**src/rtl/wvb_rd_sequencer.sv**
```systemverilog
// wvb_rd_sequencer: pops an event header, streams its waveform samples to a valid/ready sink, pulses done.
// Define WVB_RD_SEQ_ABORT_EN to add the abort input and its flush/early-done path.
module wvb_rd_sequencer #(
   parameter int P_ADR_WIDTH  = 12,
   parameter int P_HDR_WIDTH  = 80,
   parameter int P_DATA_WIDTH = 22,
   parameter int P_RD_LAT     = 2,
   parameter int P_OBUF_DEPTH = 4
) (
   input  logic                    clk,
   input  logic                    rst_n,
   input  logic                    hdr_empty,
   input  logic [P_HDR_WIDTH-1:0]  hdr_data,
   output logic                    hdr_rdreq,
   output logic                    wvb_rdreq,
   output logic                    wvb_rddone,
   input  logic [P_DATA_WIDTH-1:0] wvb_data,
   output logic [P_DATA_WIDTH-1:0] dout,
   output logic                    dout_valid,
   output logic                    dout_first,
   output logic                    dout_last,
   input  logic                    dout_rdy,
   output logic [P_HDR_WIDTH-1:0]  evt_hdr,
   output logic                    busy,
   output logic [15:0]             evt_cnt
`ifdef WVB_RD_SEQ_ABORT_EN
   ,
   input  logic                    abort
`endif
);
   localparam int AW = P_ADR_WIDTH;
   localparam int RW = P_ADR_WIDTH + 1;
   localparam int L  = P_RD_LAT + 1;
   localparam int PW = $clog2(P_OBUF_DEPTH);
   localparam int CW = $clog2(P_OBUF_DEPTH + 1);
   localparam int OW = $clog2(L + P_OBUF_DEPTH + 1);
   localparam int BW = P_DATA_WIDTH + 2;

   typedef enum logic [2:0] {IDLE, HDR_WAIT, STREAM, DRAIN, DONE} state_t;
   state_t state, state_nx;

   logic          ph, abt, aborted, fetch_v, rd_fetch, push, pop, room;
   logic [AW-1:0] start, stop, diff;
   logic [RW-1:0] len, rem;
   logic [L-1:0]  pv, pf, pl;
   logic [OW-1:0] occ;
   logic [PW-1:0] wp, rp;
   logic [CW-1:0] cnt;
   logic [BW-1:0] mem [P_OBUF_DEPTH];

`ifdef WVB_RD_SEQ_ABORT_EN
   assign abt = abort && (state == HDR_WAIT || state == STREAM || state == DRAIN);
`else
   assign abt = 1'b0;
`endif

   assign start = evt_hdr[AW-1:0];
   assign stop  = evt_hdr[2*AW-1:AW];
   assign diff  = stop - start + AW'(1);
   assign len   = {diff == '0, diff};

   // Sample 0 is a virtual fetch in the last HDR_WAIT cycle, so every sample lands L cycles after its fetch.
   always_comb begin
      occ = OW'(cnt) - OW'(pop);
      for (int i = 0; i < L; i++) occ = occ + OW'(pv[i]);
   end

   assign room     = occ < OW'(P_OBUF_DEPTH);
   assign fetch_v  = state == HDR_WAIT && ph && !abt;
   assign rd_fetch = state == STREAM && rem != '0 && room && !abt;
   assign push     = pv[L-1] && !abt;
   assign pop      = dout_valid && dout_rdy;

   always_ff @(posedge clk or negedge rst_n)
      if (!rst_n) state <= IDLE;
      else state <= state_nx;

   always_comb begin
      state_nx = state;
      case (state)
         IDLE:     state_nx = hdr_empty ? IDLE : HDR_WAIT;
         HDR_WAIT: state_nx = abt ? DONE : ph ? STREAM : HDR_WAIT;
         STREAM:   state_nx = abt ? DONE : (rem == '0 || (rd_fetch && rem == RW'(1))) ? DRAIN : STREAM;
         DRAIN:    state_nx = (abt || (pv == '0 && cnt == '0)) ? DONE : DRAIN;
         DONE:     state_nx = IDLE;
         default:  state_nx = IDLE;
      endcase
   end

   always_comb begin
      hdr_rdreq  = rst_n && state == IDLE && !hdr_empty;
      wvb_rdreq  = rd_fetch;
      wvb_rddone = state == DONE;
      busy       = state != IDLE;
   end

   always_ff @(posedge clk or negedge rst_n)
      if (!rst_n) begin
         ph      <= 1'b0;
         rem     <= '0;
         evt_hdr <= '0;
         evt_cnt <= '0;
         aborted <= 1'b0;
         pv      <= '0;
         pf      <= '0;
         pl      <= '0;
      end else begin
         ph <= state == HDR_WAIT && !ph && !abt;
         if (state == HDR_WAIT && !ph) evt_hdr <= hdr_data;
         if (fetch_v) rem <= len - RW'(1);
         else if (rd_fetch) rem <= rem - RW'(1);
         evt_cnt <= evt_cnt + 16'(state == DONE && !aborted);
         aborted <= abt || (aborted && state != DONE);
         pv      <= abt ? '0 : {pv[L-2:0], fetch_v || rd_fetch};
         pf      <= {pf[L-2:0], fetch_v};
         pl      <= {pl[L-2:0], fetch_v ? len == RW'(1) : rem == RW'(1)};
      end

   always_ff @(posedge clk or negedge rst_n)
      if (!rst_n) begin
         wp  <= '0;
         rp  <= '0;
         cnt <= '0;
      end else if (abt) begin
         wp  <= '0;
         rp  <= '0;
         cnt <= '0;
      end else begin
         if (push) wp <= (wp == PW'(P_OBUF_DEPTH - 1)) ? '0 : wp + PW'(1);
         if (pop) rp <= (rp == PW'(P_OBUF_DEPTH - 1)) ? '0 : rp + PW'(1);
         cnt <= cnt + CW'(push) - CW'(pop);
      end

   always_ff @(posedge clk)
      if (push) mem[wp] <= {pf[L-1], pl[L-1], wvb_data};

   always_comb begin
      dout_valid                    = cnt != '0;
      {dout_first, dout_last, dout} = dout_valid ? mem[rp] : '0;
   end
endmodule

```
**config.mk**
```make
export PLATFORM = sky130hd
export DESIGN_NAME = wvb_rd_sequencer
export DESIGN_NICKNAME = d
export VERILOG_FILES = /design/src/rtl/wvb_rd_sequencer.sv
export SDC_FILE = /design/constraint.sdc
export NUM_CORES = 1
export LEC_CHECK = 0
export BUFFER_PORTS_ARGS = -buffer_cell sky130_fd_sc_hd__buf_2
export CAP_MARGIN = 20
export CORE_MARGIN = 2
export CORE_UTILIZATION = 49
export DETAILED_ROUTE_END_ITERATION = 10
export PLACE_DENSITY = 0.74
export SLEW_MARGIN = 20
export SYNTH_ARGS = -nofsm -noshare
export SYNTH_HDL_FRONTEND = slang
export SYNTH_SLANG_ARGS = --single-unit
```
**constraint.sdc**
```tcl
create_clock -name clk -period 3.4 [get_ports clk]
set_input_delay 0.34 -clock clk [delete_from_list [all_inputs] [get_ports clk]]
set_output_delay 0.34 -clock clk [all_outputs]
set_load 0.05 [all_outputs]
```
==> out/metrics.yaml, run 1 <==
synth:
  ys.warnings.count: 0
  ys_seq_area_share_pct: 62.9
  synth.net_count: 816
  synth-main-ff-cell: "dfrtp_1"
  syn_avg_cell_area_um2: 14.6
  synth_cells: 670
  synth_edf_count: 96
  postSynth.asyncResetShare_pct: 57.5
  ys_ff_latch: 226
  syn_area_um2: 9760
  yosysUniqueCellTypes: 49
global_routing:
  grt_pass1_vias: 6636
  grt_antenna_before_repair: 1
  grt_start_max_net_pins: 94
  gr-total-overflow: 0
  grtUsageTotal_pct: 19.5
  grt_pass1_wl_um: 33900
cts:
  cts_max_level: 1
  clkLatencyLatePin_ns: 0.50
  clockRootBuffer: "clkbuf_16"
  cts-buffers-inserted: 24
  cts_sinks: 226
  cts_tree: "yes"
  clk_pin_slew_worst_paths_ns: 0.06
  clock_path_buffers: 3
die:
  die_w_um: 145
  die_h_um: 145
  start_util_pct: 50.0
  core_um2: 19500
  die-area_um2: 21100
  num_rows: 51
  io_pins: 231
timing:
  hold_violations: 0
  fmax_ghz: 0.290
  fin_crit_sh_pct: 102
  drv_slew: 0
  fin_hold_ws_ns: 0.0441
  tightestPinTransition_ns: 0.644
  slew_headroom_pct: 56.6
  fin_tns_setup_ns: -0.0538
  setup_viol: 1
  min_period_ns: 3.45
  setup_ws_ns: -0.0538
  clock_skew_ns: 0.0147
  grt_setup_unrepaired: "true"
setup_path:
  crit_arrival_ns: 3.11
  criticalPathCategory: "flip-flop to output port"
  crit_start: "cnt[2]"
  end_kind: "output port"
  path_cells: "or3_4 -> nand2_4 -> inv_4 -> ha_4 -> inv_2 -> fa_2 -> ha_4 -> a31oi_4 -> xor3_1 -> and3_4 -> nand2b_4 -> inv_4 -> buf_8"
  reg2reg_to: "rem[7]"
  cp_slowest_stage_delay_ns: 0.41
  rrSetupSlack_ns: 0.02
  cp_slowest_cell: "or3_4"
  reg2reg_depth: 16
  r2r-start: "cnt[2]"
  cp.required_ns: 3.06
  startpoint_type: "flip-flop"
  path_max_fanout: 2
cells_and_area:
  areaGrowthSynthToFinish_pct: 26.0
  nFillCells: 1506
  drive_gt1_share_pct: 42.9
  design_area_um2: 12300
  final_nets: 1077
placed_design:
  hpwlAfterDp_um: 14200
  placedInstanceArea_um2: 11300
  pre_cts_ws_ns: -0.0371
  portBuffers: 230
  place_congestion: 0.775
run_status:
  failed_checks: "negative setup slack"
  outcome: "finished with violations"
route:
  vias: 6207
  drc: 0
  wl_per_cell_um: 16.8
  ant_nets: 0
  post_drt_via_cell_ratio: 5.11
  drtPass1Iterations: 4
  drtIter0Drc: 338
  drt_wl_total_um: 20400
min_path:
  hold_start: "hdr_data[4]"
  holdPathStages: 3
  hold_end: "evt_hdr[4]"
  min_path_type: "input pin to flip-flop"
run:
  max-cap-violations: 0
==> stage by stage <==
stage / instances / util (%)
3_5_place_dp: 1162 / 58.0
4_1_cts: 1213 / 62.8
2_1_floorplan: 670 / -
6_report: 1215 / 63.0
5_1_grt: 1215 / 63.0
3_3_place_gp: 1162 / 58.0
==> routing by layer <==
layer	up-vias	GRT usage, %	share of wire (%)
li1	2954	-	-
met1	3042	24.8	41
met2	178	34.8	51
met3	33	3.90	6.0
met4	0	4.02	1.7
met5	-	0	0
==> state kept, by name, indices dropped and copies added, names as in the netlist, 3 cells and up <==
name / count
pv: 3
pl: 3
evt_cnt: 16
pf: 3
state: 3
cnt: 3
rem: 13
mem: 96
evt_hdr: 80
==> worst max-delay path by stage <==
stage	endpoint	slack [ns]	depth (start not counted)
4_1_cts	wvb_rdreq	-0.31	13
5_1_grt	wvb_rdreq	-0.16	13
2_1_floorplan	rem[5]	0.00007	17
3_3_place_gp	rem[7]	0.06	14
6_report	wvb_rdreq	-0.05	13
3_5_place_dp	rem[7]	-0.04	14
==> Yosys cell counts (all sizes together) (6+ instances only) <==
library cell,number,area (um2)
edfxtp,96,2880
mux2,71,800
nand3,13,65.1
o21ai,26,130
and2,29,181
a21oi,10,50.1
dfrtp,130,3250
nand4,6,37.5
xnor2,30,263
nor3,9,45.0
xor2,13,114
inv,34,128
ha,37,463
nor2,23,86.3
nor4,10,62.6
nand2,37,139
clkbuf,20,75.1
mux4,24,541
and3,6,38.8
==> placed cells by master (no fill, tap or decap), drive strengths merged, types with 2 or more instances in the layout <==
cell type    n
a211o        2
a211oi       3
a21o         4
a21oi       10
a22oi        2
a311oi       2
a31oi        2
and2        29
and3         6
buf        258
bufinv       2
clkbuf      35
clkinv       7
dfrtp      130
edfxtp      96
fa           3
ha          37
inv         34
mux2        71
mux2i        2
mux4        24
nand2       37
nand2b       3
nand3       13
nand4        6
nor2        23
nor2b        2
nor3         9
nor3b        2
nor4        10
o21ai       26
o41ai        2
or3          3
xnor2       30
xor2        13
==> worst max-delay path, delay by kind of cell (launching register included) <==
kind,cells,cell delay (ns)
fa+ha+maj,3,0.82
simple gates,4,0.78
flops,1,0.38
buf+inv,4,0.25
xor+xnor,1,0.23
compound gates,1,0.15
==> cells by family after synthesis <==
| kind of cell | Yosys count | synth area share [%] |
|---|---|---|
| flops | 226 | 62.9 |
| xor+xnor | 44 | 4.10 |
| compound gates | 58 | 3.70 |
| mux | 97 | 13.9 |
| simple gates | 147 | 7.73 |
| fa+ha+maj | 40 | 5.36 |
| buf+inv | 58 | 2.32 |
==> area by class of cell <==
class | count | area [um2] | area share (%)
flip-flops and latches | 226 | 6140 | 49.9
clock buffers | 35 | 663 | 5.39
inverters | 34 | 133 | 1.08
diodes | 1 | 2.50 | 0.0203
repair buffers | 259 | 1420 | 11.5
multi-input cells | 386 | 3530 | 28.7
well taps | 265 | 332 | 2.69
clock inverters | 9 | 93.8 | 0.763
==> repair_timing <==
item                       CTS  global route
pin swaps                    8             4
buffers inserted             6             1
setup endpoints to repair    5            12
resized for setup           27             3
hold buffers                 1             0
hold endpoints to repair    52             0
Power of run 1 is left out: the tool's default activity adds up to more than one toggle a clock period on the data nets, which glitch-free logic cannot reach.
==> run 2, diff against run 1 <==
- PLACE_DENSITY: 0.74 -> 0.77
==> run 2 against run 1 <==
Compared with the run above: the run still ends with negative setup slack left; critical path depth unchanged; clock-buffer cell count unchanged; die area unchanged; first-iteration DRC count decreased by 25%; fmax decreased by 1.9%; cell count decreased by 0.66%; non-clock buffer count decreased by 10; setup slack got worse by 0.068 ns; largest cell class unchanged.
==> out/metrics.yaml, run 2 (synthesis gave the netlist of run 1 again) <==
setup_path:
  crit_arrival_ns: 3.18  # was 3.11 ns
  cp_slowest_cell: "or3_4"  # unchanged
  r2r-start: "cnt[2]"  # unchanged
  reg2reg_depth: 16  # unchanged
  cp_slowest_stage_delay_ns: 0.40  # was 0.41 ns
  reg2reg_to: "rem[6]"  # was rem[7]
  criticalPathCategory: "flip-flop to output port"  # unchanged
  path_buf_inv: 4  # unchanged
  cp.required_ns: 3.06  # about the same
  rrSetupSlack_ns: 0.14  # was 0.02 ns
  path_cells: "or3_4 -> nand2_2 -> inv_2 -> ha_4 -> inv_2 -> fa_2 -> ha_4 -> a31oi_1 -> xor3_1 -> and3_4 -> nand2b_4 -> inv_4 -> buf_8"  # was or3_4 -> nand2_4 -> inv_4 -> ha_4 -> inv_2 -> fa_2 -> ha_4 -> a31oi_4 -> xor3_1 -> and3_4 -> nand2b_4 -> inv_4 -> buf_8
  startpoint_type: "flip-flop"  # unchanged
  crit_start: "cnt[2]"  # unchanged
  end_kind: "output port"  # unchanged
  path_max_fanout: 7  # was 2
  cpLargestDelayFamily: "adder cells"  # unchanged
cts:
  cts_sinks: 226  # unchanged
  clock_path_buffers: 3  # unchanged
  cts_tree: "yes"  # unchanged
  cts_max_level: 1  # unchanged
  clkLatencyLatePin_ns: 0.51  # was 0.50 ns
  clockRootBuffer: "clkbuf_16"  # unchanged
  cts-buffers-inserted: 25  # was 24
  clk_pin_slew_worst_paths_ns: 0.07  # was 0.06 ns
timing:
  clock_skew_ns: 0.0103  # was 0.0147 ns
  hold_violations: 0  # unchanged
  fin_crit_sh_pct: 104  # was 102%
  slew_headroom_pct: 48.9  # was 56.6%
  tightestPinTransition_ns: 0.766  # was 0.644 ns
  grt_setup_unrepaired: "true"  # unchanged
  drv_slew: 0  # unchanged
  setup_ws_ns: -0.121  # was -0.0538 ns
  min_period_ns: 3.52  # was 3.45 ns
  setup_viol: 1  # unchanged
  fmax_ghz: 0.284  # was 0.290 GHz
min_path:
  min_path_type: "input pin to flip-flop"  # unchanged
  holdPathStages: 3  # unchanged
  hold_end: "evt_hdr[3]"  # was evt_hdr[4]
  hold_start: "hdr_data[3]"  # was hdr_data[4]
placed_design:
  place_congestion: 0.828  # was 0.775
  portBuffers: 230  # unchanged
  hpwlAfterDp_um: 13800  # was 14200 um
route:
  ant_nets: 0  # unchanged
  post_drt_via_cell_ratio: 5.20  # was 5.11
  drtPass1Iterations: 4  # unchanged
  drtIter0Drc: 252  # was 338
  drt_wl_total_um: 20400  # about the same
  wl_per_cell_um: 16.9  # was 16.8 um
  vias: 6271  # was 6207
  drc: 0  # unchanged
run_status:
  outcome: "finished with violations"  # unchanged
  failed_checks: "negative setup slack"  # unchanged
cells_and_area:
  final_nets: 1068  # was 1077
  drive_gt1_share_pct: 41.7  # was 42.9%
  areaGrowthSynthToFinish_pct: 24.7  # was 26.0%
  largestRegisters: "mem: 96 flops, evt_hdr: 80 flops, evt_cnt: 16 flops"  # unchanged
  final_cell_mix: "228 x buf_2, 130 x dfrtp_1, 96 x edfxtp_1"  # unchanged
  utilization_pct: 62.3  # was 63.0%
  largest_reg_flops: 96  # unchanged
  final_common_cell: "buf_2"  # unchanged
  top_register: "mem"  # unchanged
global_routing:
  gr-total-overflow: 0  # unchanged
  grt_antenna_before_repair: 3  # was 1
  grt_pass1_vias: 6648  # was 6636
  grtUsageTotal_pct: 19.5  # about the same
  grt_pass1_wl_um: 33700  # was 33900 um
  grt_start_max_net_pins: 131  # was 94
die:
  core_um2: 19500  # unchanged
  die_h_um: 145  # unchanged
  die_w_um: 145  # unchanged
  num_rows: 51  # unchanged
  start_util_pct: 50.0  # unchanged
  die-area_um2: 21100  # unchanged
  io_pins: 231  # unchanged
run:
  max-cap-violations: 0  # unchanged
## run 2: changes by cell type in the layout (fill, tap and decap cells not counted), sizes merged
| cell | delta |
|---|---|
| bufinv | -1 |
| inv | +1 |
| clkinv | +1 |
| clkinvlp | +1 |
| buf | -10 |
## run 2: worst max path at each step
stage | endpoint | slack (ns) | cells past startpoint
after floorplan | rem[5] | 0.00007 | 17
after global placement | wvb_rdreq | 0.03 | 13
after detailed placement | rem[6] | -0.04 | 15
after CTS | wvb_rdreq | -0.12 | 13
after global routing | wvb_rdreq | -0.24 | 13
final | wvb_rdreq | -0.12 | 13
## run 2: per-stage QoR
stage	instances	setup TNS (ns)	setup slack [ns]	hold WS (ns)	instance area, um2
2_1_floorplan	670	0	0.0000653	0.0444	9770
3_3_place_gp	1158	0	0.0262	0.334	11300
3_5_place_dp	1158	-0.0366	-0.0366	0.335	11300
4_1_cts	1206	-0.116	-0.116	0.000844	12200
5_1_grt	1206	-0.239	-0.239	0.0190	12200
6_report	1207	-0.121	-0.121	0.0257	12200
## run 2: cell type report
class / instances / area (um2)
Multi-Input combinational cell: 386 / 3460
Inverter: 34 / 130
Timing Repair Buffer: 249 / 1350
Antenna cell: 1 / 2.50
Sequential cell: 226 / 6140
Tap cell: 265 / 332
Fill cell: 1527 / 7360
Clock buffer: 35 / 683
Clock inverter: 11 / 80.1
## run 2: repair_timing
| item | in CTS | in global routing |
|---|---|---|
| endpoints found under the setup margin | 2 | 1 |
| buffers inserted | 1 | 0 |
| gates resized for setup | 13 | 0 |
| hold buffers | 1 | 0 |
| endpoints found under the hold margin | 2 | 0 |
## run 2: tightest hold or removal path, cell delays in order
cell	delay, ns
buf_2	0.07
nand2_1	0.04
o21ai_0	0.06
## run 2: metal layers
metal  global-route usage (%)  up-vias  part of all wire [%]
met1                     24.3     3081                    40
met4                     4.66        4                   1.4
met5                        0        -                  0.13
met3                     5.47       29                   7.7
met2                     34.1      221                    51
li1                         -     2936                     -
Power of run 2 is left out for the same reason.
